File: src/rtl/lsu_mem_master_pkg.sv
// Shared definitions for the load/store master: funct encodings, FSM state
// encoding and small decode helpers used by lsu_mem_master and lsu_lane_align.
package lsu_mem_master_pkg;

    typedef enum logic [2:0] {
        ST_IDLE = 3'd0,
        ST_RD   = 3'd1,
        ST_WAIT = 3'd2,
        ST_WR   = 3'd3,
        ST_RESP = 3'd4
    } lsu_state_e;

    localparam logic [2:0] L_BYTE   = 3'b000;
    localparam logic [2:0] L_HALF   = 3'b001;
    localparam logic [2:0] L_WORD   = 3'b010;
    localparam logic [2:0] L_BYTE_U = 3'b100;
    localparam logic [2:0] L_HALF_U = 3'b101;
    localparam logic [2:0] S_BYTE   = 3'b000;
    localparam logic [2:0] S_HALF   = 3'b001;
    localparam logic [2:0] S_WORD   = 3'b010;

    function automatic logic funct_legal(input logic is_load, input logic [2:0] funct);
        if (is_load) begin
            return (funct == L_BYTE) || (funct == L_HALF) || (funct == L_WORD) ||
                   (funct == L_BYTE_U) || (funct == L_HALF_U);
        end
        return (funct == S_BYTE) || (funct == S_HALF) || (funct == S_WORD);
    endfunction

    // funct[1:0] gives the access size for both loads and stores.
    function automatic logic misaligned(input logic [2:0] funct, input logic [1:0] off);
        case (funct[1:0])
            2'b01:   return off[0];
            2'b10:   return off != 2'b00;
            default: return 1'b0;
        endcase
    endfunction

    function automatic logic [1:0] align_off(input logic [2:0] funct, input logic [1:0] off);
        case (funct[1:0])
            2'b01:   return {off[1], 1'b0};
            2'b10:   return 2'b00;
            default: return off;
        endcase
    endfunction

endpackage

File: src/rtl/lsu_mem_master_lane_align.sv
// lsu_lane_align: combinational byte/half lane extraction for loads (with sign
// or zero extension) and read-modify-write lane merging for stores.
module lsu_lane_align
    import lsu_mem_master_pkg::*;
(
    input  logic [2:0]  funct,
    input  logic [1:0]  byte_off,
    input  logic [31:0] mem_rdata,
    input  logic [31:0] wdata,
    output logic [31:0] load_data,
    output logic [31:0] store_word
);

    logic signed [7:0]  lane_b;
    logic signed [15:0] lane_h;

    always_comb begin
        lane_b = mem_rdata[{byte_off, 3'b000} +: 8];
        lane_h = mem_rdata[{byte_off[1], 4'b0000} +: 16];
        case (funct)
            L_BYTE:   load_data = {{24{lane_b[7]}}, lane_b};
            L_HALF:   load_data = {{16{lane_h[15]}}, lane_h};
            L_BYTE_U: load_data = {24'd0, lane_b};
            L_HALF_U: load_data = {16'd0, lane_h};
            default:  load_data = mem_rdata;
        endcase
    end

    // Lanes not addressed by the store keep the word read from RAM.
    always_comb begin
        store_word = mem_rdata;
        case (funct[1:0])
            2'b00:   store_word[{byte_off, 3'b000} +: 8] = wdata[7:0];
            2'b01:   store_word[{byte_off[1], 4'b0000} +: 16] = wdata[15:0];
            default: store_word = wdata;
        endcase
    end

endmodule

File: src/rtl/lsu_mem_master.sv
// Load/store master between execute and a single-port synchronous data RAM.
// Define LSU_MISALIGN_TRAP_EN to turn misaligned accesses into error responses.
module lsu_mem_master
    import lsu_mem_master_pkg::*;
#(
    parameter int MEM_AW = 10
) (
    input  logic              clk,
    input  logic              reset,
    input  logic              req_valid,
    output logic              req_ready,
    input  logic              req_load,
    input  logic              req_store,
    input  logic [2:0]        req_funct,
    input  logic [31:0]       req_addr,
    input  logic [31:0]       req_wdata,
    output logic              resp_valid,
    output logic [31:0]       resp_rdata,
    output logic              resp_err,
    output logic              mem_re,
    output logic              mem_we,
    output logic [MEM_AW-1:0] mem_addr,
    output logic [31:0]       mem_wdata,
    input  logic [31:0]       mem_rdata
);

    lsu_state_e        state_q, state_d;
    logic [1:0]        off_q, off_d;
    logic [2:0]        funct_q, funct_d;
    logic [31:0]       wdata_q, wdata_d;
    logic              load_q, load_d;
    logic [MEM_AW-1:0] mem_addr_q, mem_addr_d;
    logic [31:0]       mem_wdata_q, mem_wdata_d;
    logic [31:0]       resp_rdata_q, resp_rdata_d;
    logic              resp_err_q, resp_err_d;

    logic              req_legal;
    logic              req_err;
    logic [1:0]        eff_off;
    logic [31:0]       lane_load;
    logic [31:0]       lane_store;
    logic              addr_hi_unused;

    // High address bits are dropped so accesses wrap modulo the RAM size.
    assign addr_hi_unused = ^req_addr[31:MEM_AW+2];

    always_comb begin
        req_legal = (req_load ^ req_store) && funct_legal(req_load, req_funct);
`ifdef LSU_MISALIGN_TRAP_EN
        req_err = !req_legal || misaligned(req_funct, req_addr[1:0]);
        eff_off = req_addr[1:0];
`else
        req_err = !req_legal;
        eff_off = align_off(req_funct, req_addr[1:0]);
`endif
    end

    lsu_lane_align u_lane_align (
        .funct      (funct_q),
        .byte_off   (off_q),
        .mem_rdata  (mem_rdata),
        .wdata      (wdata_q),
        .load_data  (lane_load),
        .store_word (lane_store)
    );

    always_ff @(posedge clk) begin
        if (!reset) begin
            state_q <= ST_IDLE;
        end else begin
            state_q <= state_d;
        end
    end

    always_comb begin
        state_d = state_q;
        case (state_q)
            ST_IDLE: begin
                if (req_valid) begin
                    if (req_err)                    state_d = ST_RESP;
                    else if (req_load)              state_d = ST_RD;
                    else if (req_funct == S_WORD)   state_d = ST_WR;
                    else                            state_d = ST_RD;
                end
            end
            ST_RD:   state_d = ST_WAIT;
            ST_WAIT: state_d = load_q ? ST_RESP : ST_WR;
            ST_WR:   state_d = ST_RESP;
            ST_RESP: state_d = ST_IDLE;
            default: state_d = ST_IDLE;
        endcase
    end

    // Enables come straight from registered state, masked while reset is low.
    always_comb begin
        req_ready  = reset && (state_q == ST_IDLE);
        mem_re     = reset && (state_q == ST_RD);
        mem_we     = reset && (state_q == ST_WR);
        resp_valid = reset && (state_q == ST_RESP);
        mem_addr   = mem_addr_q;
        mem_wdata  = mem_wdata_q;
        resp_rdata = resp_rdata_q;
        resp_err   = resp_err_q;
    end

    always_comb begin
        off_d        = off_q;
        funct_d      = funct_q;
        wdata_d      = wdata_q;
        load_d       = load_q;
        mem_addr_d   = mem_addr_q;
        mem_wdata_d  = mem_wdata_q;
        resp_rdata_d = resp_rdata_q;
        resp_err_d   = resp_err_q;
        case (state_q)
            ST_IDLE: begin
                if (req_valid) begin
                    off_d        = eff_off;
                    funct_d      = req_funct;
                    wdata_d      = req_wdata;
                    load_d       = req_load;
                    resp_err_d   = req_err;
                    resp_rdata_d = '0;
                    if (!req_err) begin
                        mem_addr_d = req_addr[MEM_AW+1:2];
                        if (req_store && (req_funct == S_WORD)) begin
                            mem_wdata_d = req_wdata;
                        end
                    end
                end
            end
            // mem_wdata doubles as the merged-word register for RMW stores.
            ST_WAIT: begin
                if (load_q) resp_rdata_d = lane_load;
                else        mem_wdata_d  = lane_store;
            end
            default: ;
        endcase
    end

    always_ff @(posedge clk) begin
        if (!reset) begin
            mem_addr_q   <= '0;
            mem_wdata_q  <= '0;
            resp_rdata_q <= '0;
            resp_err_q   <= 1'b0;
        end else begin
            mem_addr_q   <= mem_addr_d;
            mem_wdata_q  <= mem_wdata_d;
            resp_rdata_q <= resp_rdata_d;
            resp_err_q   <= resp_err_d;
        end
    end

    always_ff @(posedge clk) begin
        off_q   <= off_d;
        funct_q <= funct_d;
        wdata_q <= wdata_d;
        load_q  <= load_d;
    end

endmodule

File: config.mk
export PLATFORM = sky130hd
export DESIGN_NAME = lsu_mem_master
export DESIGN_NICKNAME = d
export VERILOG_FILES = /design/src/rtl/lsu_mem_master_pkg.sv /design/src/rtl/lsu_mem_master_lane_align.sv /design/src/rtl/lsu_mem_master.sv
export SDC_FILE = /design/constraint.sdc
export NUM_CORES = 1
export LEC_CHECK = 0
export ABC_AREA = 1
export CORE_ASPECT_RATIO = 1.5
export CORE_MARGIN = 2
export CORE_UTILIZATION = 52
export DETAILED_ROUTE_END_ITERATION = 16
export GPL_TIMING_DRIVEN = 1
export PLACE_DENSITY = 0.83
export SLEW_MARGIN = 25
export SYNTH_ARGS = -nofsm -noshare
export SYNTH_HDL_FRONTEND = slang
export SYNTH_SLANG_ARGS = --single-unit
File: constraint.sdc
create_clock -name clk -period 4.64 [get_ports clk]
set_input_delay 0.464 -clock clk [delete_from_list [all_inputs] [get_ports clk]]
set_output_delay 0.464 -clock clk [all_outputs]
set_load 0.02 [all_outputs]
==> results of run 1 <==
[worst max-delay path, delay by kind of cell]
| kind | cells | cell delay, ns |
|---|---|---|
| buffers and inverters | 3 | 1.60 |
| AND/OR/NAND/NOR | 1 | 0.31 |
[metrics by stage]
| stage | setup slack [ns] | util | instance area (sq um) | cells | hold slack, ns |
|---|---|---|---|---|---|
| after floorplan | 2.45 | - | 6370 | 879 | 0.516 |
| after global placement | 1.77 | 0.666 | 7970 | 1146 | 0.451 |
| after detailed placement | 1.79 | 0.666 | 7970 | 1146 | 0.457 |
| after CTS | 1.76 | 0.714 | 8530 | 1178 | 0.466 |
| after global routing | 1.65 | 0.716 | 8560 | 1179 | 0.486 |
| final | 1.80 | 0.716 | 8560 | 1179 | 0.463 |
[layout make-up]
cell class | instances | area (sq um) | area share
Timing Repair Buffer | 171 | 1710 | 0.200
Multi-Input combinational cell | 641 | 3140 | 0.367
Inverter | 66 | 248 | 0.0289
Clock inverter | 14 | 115 | 0.0134
Clock buffer | 18 | 450 | 0.0526
Tap cell | 153 | 191 | 0.0224
Sequential cell | 116 | 2700 | 0.316
[per-layer routing]
| layer | routed length (um) | part of all wire |
|---|---|---|
| met1 | 7420 | 0.39 |
| met2 | 9120 | 0.48 |
| met3 | 1540 | 0.082 |
| met4 | 737 | 0.039 |
| met5 | 0 | 0 |
[power by group]
| part | switching, uW | internal (uW) |
|---|---|---|
| logic | 369 | 242 |
| registers | 48.9 | 1130 |
| clock network | 529 | 729 |
[final timing paths]
kind | startpoint | to | slack [ns] | cells after the start
hold / removal | mem_addr[7] | mem_addr[7] | 0.46 | 2
setup / recovery | reset | resp_valid | 1.80 | 4
hold reg to reg | mem_addr[7] | mem_addr[7] | 0.46 | 2
setup reg to reg | off_q[0] | mem_wdata[8] | 2.08 | 9
[logic make-up after synthesis]
family | Yosys count
AND/OR/NAND/NOR | 312
adder cells (fa/ha/maj) | 8
AO/OA/AOI/OAI | 321
flip-flops | 116
buffers and inverters | 122
[flip-flops by register name, indices dropped and copies added (netlist names)]
signal and flops:
funct_q 3, load_q 1, mem_addr 10, mem_wdata 32, off_q 2, resp_err 1, resp_rdata 32, state_q 3
wdata_q 32
[layout by cell type, fill, tap and decap left out, types with 2 or more instances in the layout]
master,synthesis,layout
nand2_1,200,200
a21oi_1,187,187
clkdlybuf4s50_1,0,162
o21ai_0,87,87
dfxtp_1,78,78
nand3_1,68,68
inv_1,59,59
edfxtp_1,38,38
o21ai_1,23,23
or2_2,22,22
clkbuf_16,0,18
o211ai_1,13,13
nor2_1,11,11
ha_1,8,8
buf_4,1,8
o221ai_1,6,6
inv_2,5,5
nand2_2,4,4
inv_6,0,4
inv_4,0,3
clkinv_4,0,3
clkinv_1,2,2
nor4_1,2,2
inv_8,0,2
==> results.sh, run 1 <==
export IMPL_layout_nets=1125
export IMPL_slew_viol_final=0
export IMPL_synth_simple_gate_area_share=0.212
export IMPL_insertion_delay_ns=0.42
export IMPL_grt_util_all_layers=0.292
export IMPL_use_met3=0.0709
export IMPL_max_freq_mhz=352
export IMPL_post_synthesis_register_bit_count=116
export IMPL_post_route_drc_count=0
export IMPL_syn_area_per_cell_sq_um=7.25
export IMPL_fillerInstances=966
export IMPL_vdd_ir_drop_max_mv=0.288
export IMPL_power_density_nw_per_um2=356
export IMPL_routed_wirelength_um=18800
export IMPL_die_area_sq_um=13200
export IMPL_adder_cell_area_share_of_the_yosys_netlist=0.0157
export IMPL_hold_viol=0
export IMPL_fin_total_pwr_uw=3050
export IMPL_yosysSeqAreaShare=0.424
export IMPL_synth_async_reset_ratio=0
export IMPL_synth_commonest_cells="nand2_1, a21oi_1, o21ai_0"
export IMPL_run_status="completed"
export IMPL_detail_route_vias_per_cell=5.60
export IMPL_yosysWarningCount=0
export IMPL_max_cap_viol_count=0
export IMPL_critical_path_arrival_ns=2.38
export IMPL_synth_top_family_by_area="compound AO/OA/AOI/OAI gates"
export IMPL_cp_start_kind="input port"
export IMPL_postSynthCellCount=879
export IMPL_clk_pin_slew_ns=0.06
export IMPL_critPathSlowestCell="clkdlybuf4s50_1"
export IMPL_antenna_cells_inserted=0
export IMPL_end_kind="output port"
export IMPL_number_of_buffers_inserted_by_hold_repair_at_cts=0
export IMPL_cts_root_buffer_cell="clkbuf_16"
export IMPL_initial_core_util=0.533
export IMPL_worst_slew_pin_transition_ns=0.835
export IMPL_slowest_delay_ns=0.65
export IMPL_clock_tree_htree_level_count=4
export IMPL_timing_final_crit_share=0.612
export IMPL_critPathRequiredTime_ns=4.18
export IMPL_routed_via_count=6605
export IMPL_synth_compound_area_frac=0.266
export IMPL_finalCriticalPeriod_ns=2.84
export IMPL_synth_top_cells_by_area="dfxtp_1, edfxtp_1, a21oi_1"
export IMPL_maxSlewHeadroom=0.443
export IMPL_area_growth_pct=34.4
export IMPL_first_global_vias=6158
export IMPL_globalRouteMet2Util=0.473
export IMPL_power_leakage_uw=0.00325
export IMPL_cp_max_fo=15
export IMPL_finalClockSkew_ns=0.00757
export IMPL_hold_class="flip-flop to flip-flop"
export IMPL_drive_gt1_frac=0.0750
export IMPL_cts_setup_buffers=0
export IMPL_timing_final_setup_violations=0
export IMPL_unrepaired_setup_endpoints_after_global_routing="no"
export IMPL_grt_pass1_wl_um=30400
export IMPL_numClockSinks=116
export IMPL_num_rows=49
export IMPL_grt_met1_usage=0.369
export IMPL_antenna_violations_before_repair=0
export IMPL_synth_xor_area_frac=0
export IMPL_die_h_um=140
export IMPL_io_pin_count=183
export IMPL_ctsLongestPathBuffers=2
export IMPL_ant_nets=0
export IMPL_synth_top_area_frac=0.245
export IMPL_placeableCoreArea_sq_um=12000
export IMPL_worst_path_most_repeated_cell="clkdlybuf4s50_1"
export IMPL_timing_setup_tns_ns=0
export IMPL_place_gp_congestion=0.934
export IMPL_synth_nets=991
export IMPL_path_cells="clkdlybuf4s50_1 -> clkinv_1 -> nor3_1 -> clkdlybuf4s50_1"
export IMPL_first_iter_violations=625
export IMPL_drt_first_pass_iters=6
export IMPL_die_width_um=94.4
export IMPL_detailed_place_hpwl_um=13500
export IMPL_tritoncts="yes"
export IMPL_grt_max_degree=63
export IMPL_avgRoutedWirePerCell_um=16.0
export IMPL_netlist_top_cell_by_area="dfxtp_1"
export IMPL_yosysMostFrequentCell="nand2_1"
export IMPL_timing_worst_setup_path_type="input port to output port"
export IMPL_busiest_layer="met2"
export IMPL_synth_cell_area_sq_um=6370
export IMPL_portBuffers=162
export IMPL_gr_total_overflow=0
export IMPL_synth_area_mux_share=0
export IMPL_synth_ff_type="dfxtp_1"
export IMPL_synth_cell_type_count=32
export IMPL_cts_repair_resize_count=0
export IMPL_cts_made_buffers=17
export IMPL_synth_enable_flop_cells=38
Power figures use the tool's default switching activity.
==> inputs of run 2 (changes only) <==
Settings changed: CORE_UTILIZATION 52 to 48, PLACE_DENSITY 0.83 to 0.78.
Clock period 4.64 ns to 2.94 ns, I/O delays scaled along.
==> results.sh, run 2 (synthesis results as in run 1) <==
export IMPL_run_status="completed"
export IMPL_tritoncts="yes"
export IMPL_clock_tree_htree_level_count=4
export IMPL_numClockSinks=116
export IMPL_timing_final_crit_share=0.803
export IMPL_die_h_um=145
export IMPL_reg2reg_setup_slack_ns=0.58
export IMPL_layout_commonest_cell="nand2_1"
export IMPL_timing_worst_setup_path_type="flip-flop to flip-flop"
export IMPL_fillerInstances=1129
export IMPL_cts_repair_resize_count=0
export IMPL_clk_pin_slew_ns=0.06
export IMPL_detailed_place_hpwl_um=14000
export IMPL_finalClockSkew_ns=0.00658
export IMPL_grt_max_degree=65
export IMPL_detail_route_vias_per_cell=5.60
export IMPL_routed_via_count=6664
export IMPL_ctsLongestPathBuffers=2
export IMPL_initial_core_util=0.492
export IMPL_grt_pass1_wl_um=31500
export IMPL_layout_area_seq_sq_um=2700
export IMPL_hold_end="mem_addr[9]"
export IMPL_hold_path_startpoint="req_addr[11]"
export IMPL_final_critical_path_setup_slack_ns=0.578
export IMPL_timing_rr_end="mem_wdata[5]"
export IMPL_power_density_nw_per_um2=575
export IMPL_comb_power_share=0.195
export IMPL_cts_made_buffers=17
export IMPL_place_area_sq_um=8020
export IMPL_place_gp_congestion=0.947
export IMPL_critical_path_arrival_ns=2.71
export IMPL_hold_ws_ns=0.431
export IMPL_min_delay_path_depth=3
export IMPL_internal_power_uw=3530
export IMPL_antenna_cells_inserted=0
export IMPL_area_growth_pct=35.6
export IMPL_reg2reg_start="off_q[1]"
export IMPL_finalCriticalPeriod_ns=2.36
export IMPL_gr_total_overflow=0
export IMPL_die_area_sq_um=14200
export IMPL_number_of_buffers_inserted_by_hold_repair_at_cts=0
export IMPL_multi_input_comb_area_sq_um=3140
export IMPL_power_share_sequential=0.374
export IMPL_die_width_um=98.1
export IMPL_cts_setup_buffers=0
export IMPL_max_freq_mhz=423
export IMPL_antenna_violations_before_repair=0
export IMPL_max_cap_viol_count=0
export IMPL_reg2reg_depth=9
export IMPL_insertion_delay_ns=0.41
export IMPL_unrepaired_setup_endpoints_after_global_routing="no"
export IMPL_hold_class="input port to flip-flop"
export IMPL_maxSlewHeadroom=0.556
export IMPL_final_design_area_no_fill_sq_um=8630
export IMPL_timing_setup_tns_ns=0
export IMPL_grt_util_all_layers=0.273
export IMPL_cts_root_buffer_cell="clkbuf_16"
export IMPL_netSwitchingFraction=0.288
export IMPL_routed_wirelength_um=19500
export IMPL_first_global_vias=6215
export IMPL_critPathRequiredTime_ns=3.29
export IMPL_drt_first_pass_iters=5
export IMPL_io_pin_count=183
export IMPL_dp_worst_setup_slack_ns=0.711
export IMPL_first_iter_violations=601
export IMPL_num_rows=51
export IMPL_layout_nets=1130
export IMPL_top_library_cells_by_usage_in_the_layout_fill_and_taps_aside="nand2_1, a21oi_1, clkdlybuf4s50_1"
export IMPL_avgRoutedWirePerCell_um=16.4
export IMPL_hold_viol=0
export IMPL_end_kind="flip-flop"
export IMPL_post_route_drc_count=0
export IMPL_cp_max_fo=21
export IMPL_portBuffers=162
export IMPL_switchingPower_uw=1430
export IMPL_slew_viol_final=0
export IMPL_clockPowerShare=0.431
export IMPL_worst_slew_pin_transition_ns=0.666
export IMPL_power_leakage_uw=0.00327
export IMPL_drive_gt1_frac=0.0776
export IMPL_placeableCoreArea_sq_um=13000
export IMPL_cp_start_kind="flip-flop"
export IMPL_ant_nets=0
export IMPL_timing_final_setup_violations=0
export IMPL_vdd_ir_drop_max_mv=0.413
[run 2: worst max-delay path, cell delays in order, from the launching register on]
cell      delay, ns
edfxtp_1       0.39
inv_2          0.28
ha_1           0.39
inv_1          0.24
nand2_1        0.21
o21ai_0        0.29
nand2_1        0.10
nand3_1        0.11
nand3_1        0.12
a21oi_1        0.15
[run 2: power by group through the flow]
stage | sequential [uW] | clock [uW] | combinational, uW
after detailed placement | 1890 | 0 | 952
after global placement | 1880 | 0 | 941
after global routing | 1870 | 2230 | 1060
after floorplan | 1940 | 0 | 508
after CTS | 1850 | 2150 | 959
final | 1860 | 2140 | 970
[run 2: worst max-delay path by stage]
stage / from / to / slack [ns] / cells past startpoint
2_1_floorplan: off_q[1] / mem_wdata[13] / 0.75 / 13
3_3_place_gp: reset / mem_we / 0.72 / 4
3_5_place_dp: req_funct[0] / mem_addr[5] / 0.71 / 10
4_1_cts: off_q[1] / mem_wdata[5] / 0.66 / 9
5_1_grt: off_q[1] / mem_wdata[5] / 0.45 / 9
6_report: off_q[1] / mem_wdata[5] / 0.58 / 9
[run 2: area by class of cell]
cell class | count | share of cell area
multi-input cells | 641 | 0.364
inverters | 66 | 0.0287
flip-flops and latches | 116 | 0.313
repair buffers | 176 | 0.200
clock buffers | 22 | 0.0575
well taps | 159 | 0.0230
clock inverters | 10 | 0.0138
[run 2: per-stage QoR]
stage               utilization  power, uW  cells
finish                    0.667       4960   1190
detailed placement        0.619       2840   1158
global placement          0.619       2820   1158
CTS                       0.667       4960   1190
global route              0.667       5160   1190
floorplan                     -       2450    879
[run 2: layer usage]
metal  GRT usage  wire [um]
met3      0.0559       1600
met1       0.334       7600
met5           0          0
met4       0.127        759
met2       0.458       9540
==> inputs of run 3 (changes only) <==
Clock period 2.94 ns to 2.4 ns, I/O delays scaled along.
==> results.sh, run 3 (synthesis results as in run 1) <==
export IMPL_run_status="completed"
export IMPL_worst_slew_pin_transition_ns=0.622
export IMPL_max_freq_mhz=463
export IMPL_place_area_sq_um=8090
export IMPL_timing_setup_tns_ns=0
export IMPL_min_delay_path_depth=3
export IMPL_post_route_drc_count=0
export IMPL_die_area_sq_um=14200
export IMPL_unrepaired_setup_endpoints_after_global_routing="no"
export IMPL_cts_made_buffers=17
export IMPL_tritoncts="yes"
export IMPL_maxSlewHeadroom=0.586
export IMPL_placed_cell_count=1164
export IMPL_area_growth_pct=36.0
export IMPL_cts_root_buffer_cell="clkbuf_16"
export IMPL_antenna_cells_inserted=0
export IMPL_timing_final_crit_share=0.900
export IMPL_clock_tree_htree_level_count=4
export IMPL_finalCriticalPeriod_ns=2.16
export IMPL_avgRoutedWirePerCell_um=16.3
export IMPL_grt_pass1_wl_um=31300
export IMPL_busiest_layer="met2"
export IMPL_drive_gt1_frac=0.0849
export IMPL_placeableCoreArea_sq_um=13000
export IMPL_globalRouteMet2Util=0.450
export IMPL_routed_wirelength_um=19500
export IMPL_critical_path_arrival_ns=1.92
export IMPL_initial_core_util=0.492
export IMPL_hold_class="input port to flip-flop"
export IMPL_antenna_violations_before_repair=0
export IMPL_number_of_buffers_inserted_by_hold_repair_at_cts=0
export IMPL_grt_max_degree=65
export IMPL_cp_max_fo=6
export IMPL_ant_nets=0
export IMPL_drt_first_pass_iters=5
export IMPL_io_pin_count=183
export IMPL_hold_ws_ns=0.369
export IMPL_cts_repair_resize_count=0
export IMPL_critPathRequiredTime_ns=2.16
export IMPL_first_global_vias=6253
export IMPL_die_h_um=145
export IMPL_timing_worst_setup_path_type="flip-flop to output port"
export IMPL_finalCoreUtilization=0.669
export IMPL_hold_viol=0
export IMPL_use_met3=0.0626
export IMPL_first_iter_violations=460
export IMPL_fillerInstances=1112
export IMPL_timing_final_setup_violations=0
export IMPL_vdd_ir_drop_max_mv=0.522
export IMPL_grt_met1_usage=0.329
export IMPL_num_rows=51
export IMPL_place_gp_congestion=0.929
export IMPL_gr_total_overflow=0
export IMPL_cp_start_kind="flip-flop"
export IMPL_clk_pin_slew_ns=0.06
export IMPL_end_kind="output port"
export IMPL_slew_viol_final=0
export IMPL_detailed_place_hpwl_um=14000
export IMPL_cts_setup_buffers=0
export IMPL_ctsLongestPathBuffers=2
export IMPL_max_cap_viol_count=0
export IMPL_layout_commonest_cell="nand2_1"
export IMPL_reg2reg_depth=8
export IMPL_finalClockSkew_ns=0.00821
export IMPL_die_width_um=98.1
export IMPL_top_library_cells_by_usage_in_the_layout_fill_and_taps_aside="nand2_1, a21oi_1, clkdlybuf4s50_1"
export IMPL_routed_via_count=6653
export IMPL_detail_route_vias_per_cell=5.56
export IMPL_power_leakage_uw=0.00331
export IMPL_layout_nets=1136
export IMPL_insertion_delay_ns=0.42
export IMPL_layoutNonFillerInstCount=1196
export IMPL_final_design_area_no_fill_sq_um=8660
export IMPL_numClockSinks=116
export IMPL_grt_util_all_layers=0.273
export IMPL_power_density_nw_per_um2=686
export IMPL_portBuffers=162
-- run 3: cell types whose count changed in the layout (fill, tap and decap cells not counted) --
cell	change
clkbuf_1	-2
inv_8	+1
clkbuf_16	-1
inv_6	+6
clkinv_2	-1
clkinvlp_4	-3
inv_4	+1
clkinv_4	+1
buf_12	+2
bufinv_16	-2
buf_4	+4
-- run 3: final timing paths --
path,from,slack [ns],endpoint
setup / recovery,state_q[0],0.24,req_ready
hold reg to reg,mem_addr[7],0.46,mem_addr[7]
hold / removal,req_addr[4],0.37,mem_addr[2]
setup reg to reg,off_q[1],0.31,resp_rdata[23]
-- run 3: per-layer routing --
layer	wire length, um	up-vias
met5	0	-
met4	869	0
met3	1520	64
met2	9380	326
met1	7780	2956
li1	-	3307
-- run 3: area by class of cell --
class,count,area [sq um],share of cell area
repair buffers,182,1800,0.207
inverters,66,248,0.0286
flip-flops and latches,116,2700,0.312
multi-input cells,641,3140,0.363
clock inverters,13,110,0.0127
well taps,159,199,0.0230
clock buffers,19,464,0.0536
-- run 3: stage by stage --
step                      total power [uW]  worst slack, ns
after floorplan                       3000            0.211
after global placement                3480            0.283
after detailed placement              3490            0.293
after CTS                             5940            0.228
after global routing                  6160            0.120
final                                 5940            0.239
-- run 3: worst max-delay path, stage by stage, from the launching register on --
cell	delay [ns]
dfxtp_1	0.33
inv_2	0.10
nand2_1	0.09
nor2_2	0.19
inv_1	0.08
nor2_1	0.09
clkdlybuf4s50_1	0.61
-- run 3: power breakdown --
part,switching (uW),leakage [uW],internal (uW)
clock,1030,0.000284,1440
combinational,722,0.00202,479
sequential,90.6,0.00100,2180
total,1840,0.00331,4100
